<file path="src/rtl/pipeline_ctrl.sv">
// pipeline_ctrl -- stall/flush/hold controller for the 5-stage 8-bit core.
//
// Resolves three pipeline events and drives the per-register enables:
//   * load-use hazard between the load in EX and its consumer in ID,
//   * taken branch resolved in EX (flush IF/ID, bubble ID/EX),
//   * multi-cycle data-memory access in MEM, with a timeout fault.
// Also keeps saturating performance counters for stall and flush cycles.
//
// Ports:
//   clk, rst            rising-edge clock, synchronous active-high reset
//   id_instr            ID instruction (rs1 = [7:4], rs2 = [3:0])
//   id_uses_rs1/rs2     ID instruction actually reads rs1 / rs2
//   idex_instr          EX instruction (rd = [11:8])
//   idex_mem_read       EX instruction is a load
//   branch_taken        EX resolved a taken branch
//   exmem_mem_access    MEM stage does a load/store this cycle
//   dmem_ready          data memory completes the access this cycle
//   pc_write_en, ifid_write_en, idex_write_en, exmem_write_en   register enables
//   ifid_flush, idex_bubble, memwb_bubble                       NOP/bubble strobes
//   fault               sticky memory-timeout fault (cleared by rst only)
//   stall_cnt           saturating count of cycles with the PC held
//   flush_cnt           saturating count of branch flushes
module pipeline_ctrl #(
  parameter int MEM_TIMEOUT = 16,
  parameter int STALL_CNT_W = 16,
  parameter int ZERO_REG_EN = 1
) (
  input  logic                   clk,
  input  logic                   rst,
  input  logic [15:0]            id_instr,
  input  logic                   id_uses_rs1,
  input  logic                   id_uses_rs2,
  input  logic [15:0]            idex_instr,
  input  logic                   idex_mem_read,
  input  logic                   branch_taken,
  input  logic                   exmem_mem_access,
  input  logic                   dmem_ready,
  output logic                   pc_write_en,
  output logic                   ifid_write_en,
  output logic                   ifid_flush,
  output logic                   idex_write_en,
  output logic                   idex_bubble,
  output logic                   exmem_write_en,
  output logic                   memwb_bubble,
  output logic                   fault,
  output logic [STALL_CNT_W-1:0] stall_cnt,
  output logic [7:0]             flush_cnt
);

  typedef enum logic [1:0] {RUN, MEM_WAIT, FAULT} state_t;

  localparam logic [7:0] TIMEOUT = MEM_TIMEOUT[7:0];

  state_t     state, state_nxt;
  logic [7:0] wait_cnt, wait_nxt;
  logic       flush_evt;
  logic       stall_evt;

  logic [3:0] rs1, rs2, rd;
  logic       rd_is_zero;
  logic       mem_stall;
  logic       load_use;

  // Instruction bits outside the register fields are irrelevant here.
  logic unused_bits;
  assign unused_bits = ^{id_instr[15:8], idex_instr[15:12], idex_instr[7:0]};

  function automatic logic [STALL_CNT_W-1:0] sat_inc_stall(input logic [STALL_CNT_W-1:0] v);
    return (&v) ? v : v + 1'b1;
  endfunction

  function automatic logic [7:0] sat_inc_flush(input logic [7:0] v);
    return (&v) ? v : v + 8'd1;
  endfunction

  assign rs1        = id_instr[7:4];
  assign rs2        = id_instr[3:0];
  assign rd         = idex_instr[11:8];
  assign rd_is_zero = (ZERO_REG_EN != 0) && (rd == 4'd0);
  assign mem_stall  = exmem_mem_access & ~dmem_ready;
  assign load_use   = idex_mem_read & ~rd_is_zero &
                      ((id_uses_rs1 & (rs1 == rd)) | (id_uses_rs2 & (rs2 == rd)));

  always_comb begin
    state_nxt      = state;
    wait_nxt       = wait_cnt;
    pc_write_en    = 1'b0;
    ifid_write_en  = 1'b0;
    ifid_flush     = 1'b0;
    idex_write_en  = 1'b0;
    idex_bubble    = 1'b0;
    exmem_write_en = 1'b0;
    memwb_bubble   = 1'b0;
    flush_evt      = 1'b0;
    if (!rst && state != FAULT) begin
      if (mem_stall) begin
        // Everything up to EX/MEM freezes; the frozen EX instruction means
        // branch and load-use are simply re-evaluated once memory answers.
        memwb_bubble = 1'b1;
        if (state == RUN) begin
          state_nxt = MEM_WAIT;
          wait_nxt  = 8'd1;
        end else if (wait_cnt == TIMEOUT) begin
          state_nxt = FAULT;
        end else begin
          wait_nxt = wait_cnt + 8'd1;
        end
      end else begin
        state_nxt      = RUN;
        wait_nxt       = 8'd0;
        pc_write_en    = 1'b1;
        ifid_write_en  = 1'b1;
        idex_write_en  = 1'b1;
        exmem_write_en = 1'b1;
        if (branch_taken) begin
          // The branch kills the younger load consumer anyway, so it wins.
          ifid_flush  = 1'b1;
          idex_bubble = 1'b1;
          flush_evt   = 1'b1;
        end else if (load_use) begin
          pc_write_en   = 1'b0;
          ifid_write_en = 1'b0;
          idex_bubble   = 1'b1;
        end
      end
    end
  end

  assign stall_evt = !rst && (state != FAULT) && !pc_write_en;

  always_ff @(posedge clk) begin
    if (rst) begin
      state     <= RUN;
      wait_cnt  <= 8'd0;
      fault     <= 1'b0;
      stall_cnt <= '0;
      flush_cnt <= 8'd0;
    end else begin
      state    <= state_nxt;
      wait_cnt <= wait_nxt;
      fault    <= (state_nxt == FAULT);
      if (stall_evt) stall_cnt <= sat_inc_stall(stall_cnt);
      if (flush_evt) flush_cnt <= sat_inc_flush(flush_cnt);
    end
  end

endmodule

</file>
<file path="config.mk">
export PLATFORM = sky130hd
export DESIGN_NAME = pipeline_ctrl
export DESIGN_NICKNAME = d
export VERILOG_FILES = /design/src/rtl/pipeline_ctrl.sv
export SDC_FILE = /design/constraint.sdc
export NUM_CORES = 1
export LEC_CHECK = 0
export ABC_AREA = 1
export BUFFER_PORTS_ARGS = -buffer_cell sky130_fd_sc_hd__buf_2
export CAP_MARGIN = 20
export CORE_MARGIN = 1
export CORE_UTILIZATION = 24
export CTS_CLUSTER_DIAMETER = 60
export CTS_CLUSTER_SIZE = 24
export DETAILED_ROUTE_END_ITERATION = 12
export GPL_ROUTABILITY_DRIVEN = 0
export PLACE_DENSITY_LB_ADDON = 0.3
export SLEW_MARGIN = 15
export SYNTH_ARGS = -nofsm -noshare
export SYNTH_HDL_FRONTEND = slang
export SYNTH_SLANG_ARGS = --single-unit
</file>
<file path="constraint.sdc">
create_clock -name clk -period 1.8 [get_ports clk]
set_input_delay 0.18 -clock clk [delete_from_list [all_inputs] [get_ports clk]]
set_output_delay 0.18 -clock clk [all_outputs]
set_load 0.02 [all_outputs]
</file>
==> impl_metrics.py <==
metrics = {
    "synth": {
        "syn_nets": 363,
        "ys.warnings.count": 0,
        "ys_top_cells_by_count": "nand2_1 (67), inv_1 (45), nor2_1 (39), dfxtp_1 (35), nand3_1 (27)",
        "yosysUniqueCellTypes": 34,
        "synth_edf_count": 0,
        "synth_top_flop_cell": "dfxtp_1",
        "synth_seq_cells": 35,
        "synthArstFlopShare_pct": 0,
        "postSynthCellCount": 319,
        "yosys.area.top_type_share_pct": 32.8,
        "yosysSeqAreaShare_pct": 32.8,
        "synth_most_common_cell": "nand2_1",
        "synth.largest_area_cell": "dfxtp_1",
        "avgSynthCellArea_um2": 6.69,
        "synthTopCellsByArea": "dfxtp_1 (33%), nand2_1 (12%), inv_1 (7.9%)",
        "syn_area_um2": 2130,
    },
    "setup_path": {
        "cp_num_cells": 9,
        "path_delay_family": "simple AND/OR/NAND/NOR gates",
        "crit_chain": "ha_2, nand2_1, nor2_2, and2_4, inv_2, nor3_1, nand3_1, nand2_1, nor2_1",
        "crit_path_end_kind": "flip-flop",
        "cp-start-kind": "flip-flop",
        "critical-path-max-stage-delay_ns": 0.37,
        "rr_worst_depth": 9,
        "crit_fanout": 5,
        "crit_top_cell": "nand2_1",
        "critical_path_class": "reg2reg",
        "crit_required_ns": 1.98,
        "arrival_ns": 1.78,
        "slowest_stage": "dfxtp_2",
        "crit_buf_inv": 1,
    },
    "cts": {
        "clock-sinks": 35,
        "cts_buffers": 5,
        "cts.clk_slew.worst_paths_ns": 0.08,
        "cts_buffer_depth": 2,
        "clk_latency_ns": 0.29,
        "cts_tree": "built",
        "cts_max_level": 2,
        "cts-root-buf": "clkbuf_8",
    },
    "sta": {
        "setup_tns_ns": 0,
        "fin_crit_ns": 1.59,
        "setup_ws_ns": 0.206,
        "whs_ns": 0.179,
        "tightest_slew_ns": 0.334,
        "fin_skew_ns": 0.00495,
        "setup_violations": 0,
        "maxSlewViolCount": 0,
        "fin_crit_sh_pct": 88.6,
        "rsz0062_at_grt": "no",
        "fmax_mhz": 627,
        "relSlewSlack_pct": 77.5,
        "hold_viol": 0,
    },
    "drt": {
        "viasPerCell": 4.30,
        "vias": 2064,
        "routedWlPerCell_um": 9.96,
        "drt-pass1-iter-count": 4,
        "first_iter_violations": 89,
        "routed_wl_um": 4780,
        "remaining_drc_errors": 0,
        "drtAntennaViolNets": 0,
    },
    "worst_hold_path": {
        "holdPathStages": 2,
        "hp-class": "in2reg",
    },
    "final_layout": {
        "final_design_area_no_fill_um2": 2560,
        "n_antenna_cell": 0,
        "syn2layout_area_growth_pct": 20.2,
        "layout-drive-gt1-share_pct": 24.7,
        "fin_nets": 415,
        "fillers": 975,
    },
    "die": {
        "die_h_um": 96.3,
        "start_util_pct": 24.6,
        "die_width_um": 96.3,
        "core_area_um2": 8680,
        "die-area_um2": 9270,
        "rows": 34,
        "io_pins": 72,
    },
    "power_and_ir_drop": {
        "powerDensity_nw_per_um2": 607,
        "leakage_nw": 1.21,
        "ir_drop_mv": 0.300,
    },
    "place": {
        "dpl_cell_area_um2": 2480,
        "post-dp-hpwl_um": 3580,
        "io_buffers": 51,
        "pre_cts_slack_ns": 0.126,
    },
    "global_route": {
        "grt_max_degree": 33,
        "grt.total_usage_pct": 11.7,
        "grt_pass1_wl_um": 8440,
        "grt.overflow.total": 0,
        "grt_antenna_before_repair": 0,
        "grt_pass1_vias": 1940,
    },
    "run_status": {
        "status": "completed",
    },
    "run": {
        "cap_violations": 0,
    },
}
-- worst register-to-register path: stages, from the launching register on --
cell	delay [ns]
dfxtp_2	0.37
ha_2	0.21
nand2_1	0.08
nor2_2	0.15
and2_4	0.18
inv_2	0.04
nor3_1	0.24
nand3_1	0.11
nand2_1	0.07
nor2_1	0.04
-- cell type report --
class / instances / area, um^2 / share of cell area (%)
clock buffers: 7 / 76.3 / 2.98
well taps: 108 / 135 / 5.27
inverters: 54 / 208 / 8.10
flip-flops and latches: 35 / 703 / 27.4
repair buffers: 52 / 263 / 10.2
clock inverters: 1 / 5.00 / 0.195
multi-input cells: 223 / 1170 / 45.8
-- registers in the layout, summed over array words and instances (netlist names) --
register,cells
stall_cnt,16
flush_cnt,8
wait_cnt,8
state,2
fault,1
-- power by group --
group	internal [mW]	switching, mW	total [mW]	leakage (nW)
clock network	0.272	0.290	0.562	0.0422
logic	0.0715	0.128	0.200	0.884
registers	0.785	0.0105	0.796	0.284
total	1.13	0.429	1.56	1.21
-- kinds of logic (layout without fill, tap and decap cells) --
group / Yosys count / in the layout / synth area share, %
compound gates: 41 / 41 / 10.0
buf+inv: 61 / 114 / 12.4
simple gates: 172 / 172 / 40.0
fa+ha+maj: 4 / 4 / 2.34
xor+xnor: 6 / 6 / 2.46
flops: 35 / 35 / 32.8
-- cells in the final DEF, fill, tap and decap left out, types with 2 or more instances in the layout --
| master | instances |
|---|---|
| a21oi_1 | 26 |
| nor2_4 | 2 |
| buf_2 | 51 |
| o21ai_0 | 8 |
| dfxtp_1 | 33 |
| xnor2_1 | 5 |
| nor2_2 | 5 |
| dfxtp_2 | 2 |
| nor2_1 | 38 |
| inv_4 | 2 |
| inv_2 | 7 |
| nand2_4 | 4 |
| inv_1 | 45 |
| clkbuf_8 | 5 |
| clkbuf_1 | 2 |
| nand3_1 | 27 |
| nand2_2 | 4 |
| nand3_2 | 2 |
| o21ai_1 | 3 |
| ha_1 | 3 |
| nand4_1 | 8 |
| nand2_1 | 67 |
| nor3_1 | 8 |
-- routing by layer --
layer	vias to the layer above	wire [um]	track usage (%)
li1	1115	-	-
met5	-	0	0
met4	0	41	3.06
met3	6	143	3.32
met1	920	2320	13.7
met2	23	2280	20.6
-- through the flow --
step,instances,power [mW],util (%)
after floorplan,319,0.956,-
after global placement,472,1.01,28.5
after detailed placement,472,1.01,28.5
after CTS,480,1.59,29.5
after global routing,480,1.65,29.6
final,480,1.56,29.6
-- worst paths after layout --
check	end	from	slack [ns]
setup / recovery	stall_cnt[14]	stall_cnt[0]	0.21
hold / removal	flush_cnt[4]	rst	0.18
setup reg to reg	stall_cnt[14]	stall_cnt[0]	0.21
hold reg to reg	wait_cnt[2]	wait_cnt[2]	0.44
-- what timing repair did --
item / 4_1_cts / 5_1_grt
setup endpoints to repair: 0 / 16
buffers inserted: 0 / 0
hold buffers: 0 / 0
gates resized for setup: 0 / 4
No activity file was read; power rests on OpenSTA's default activity.
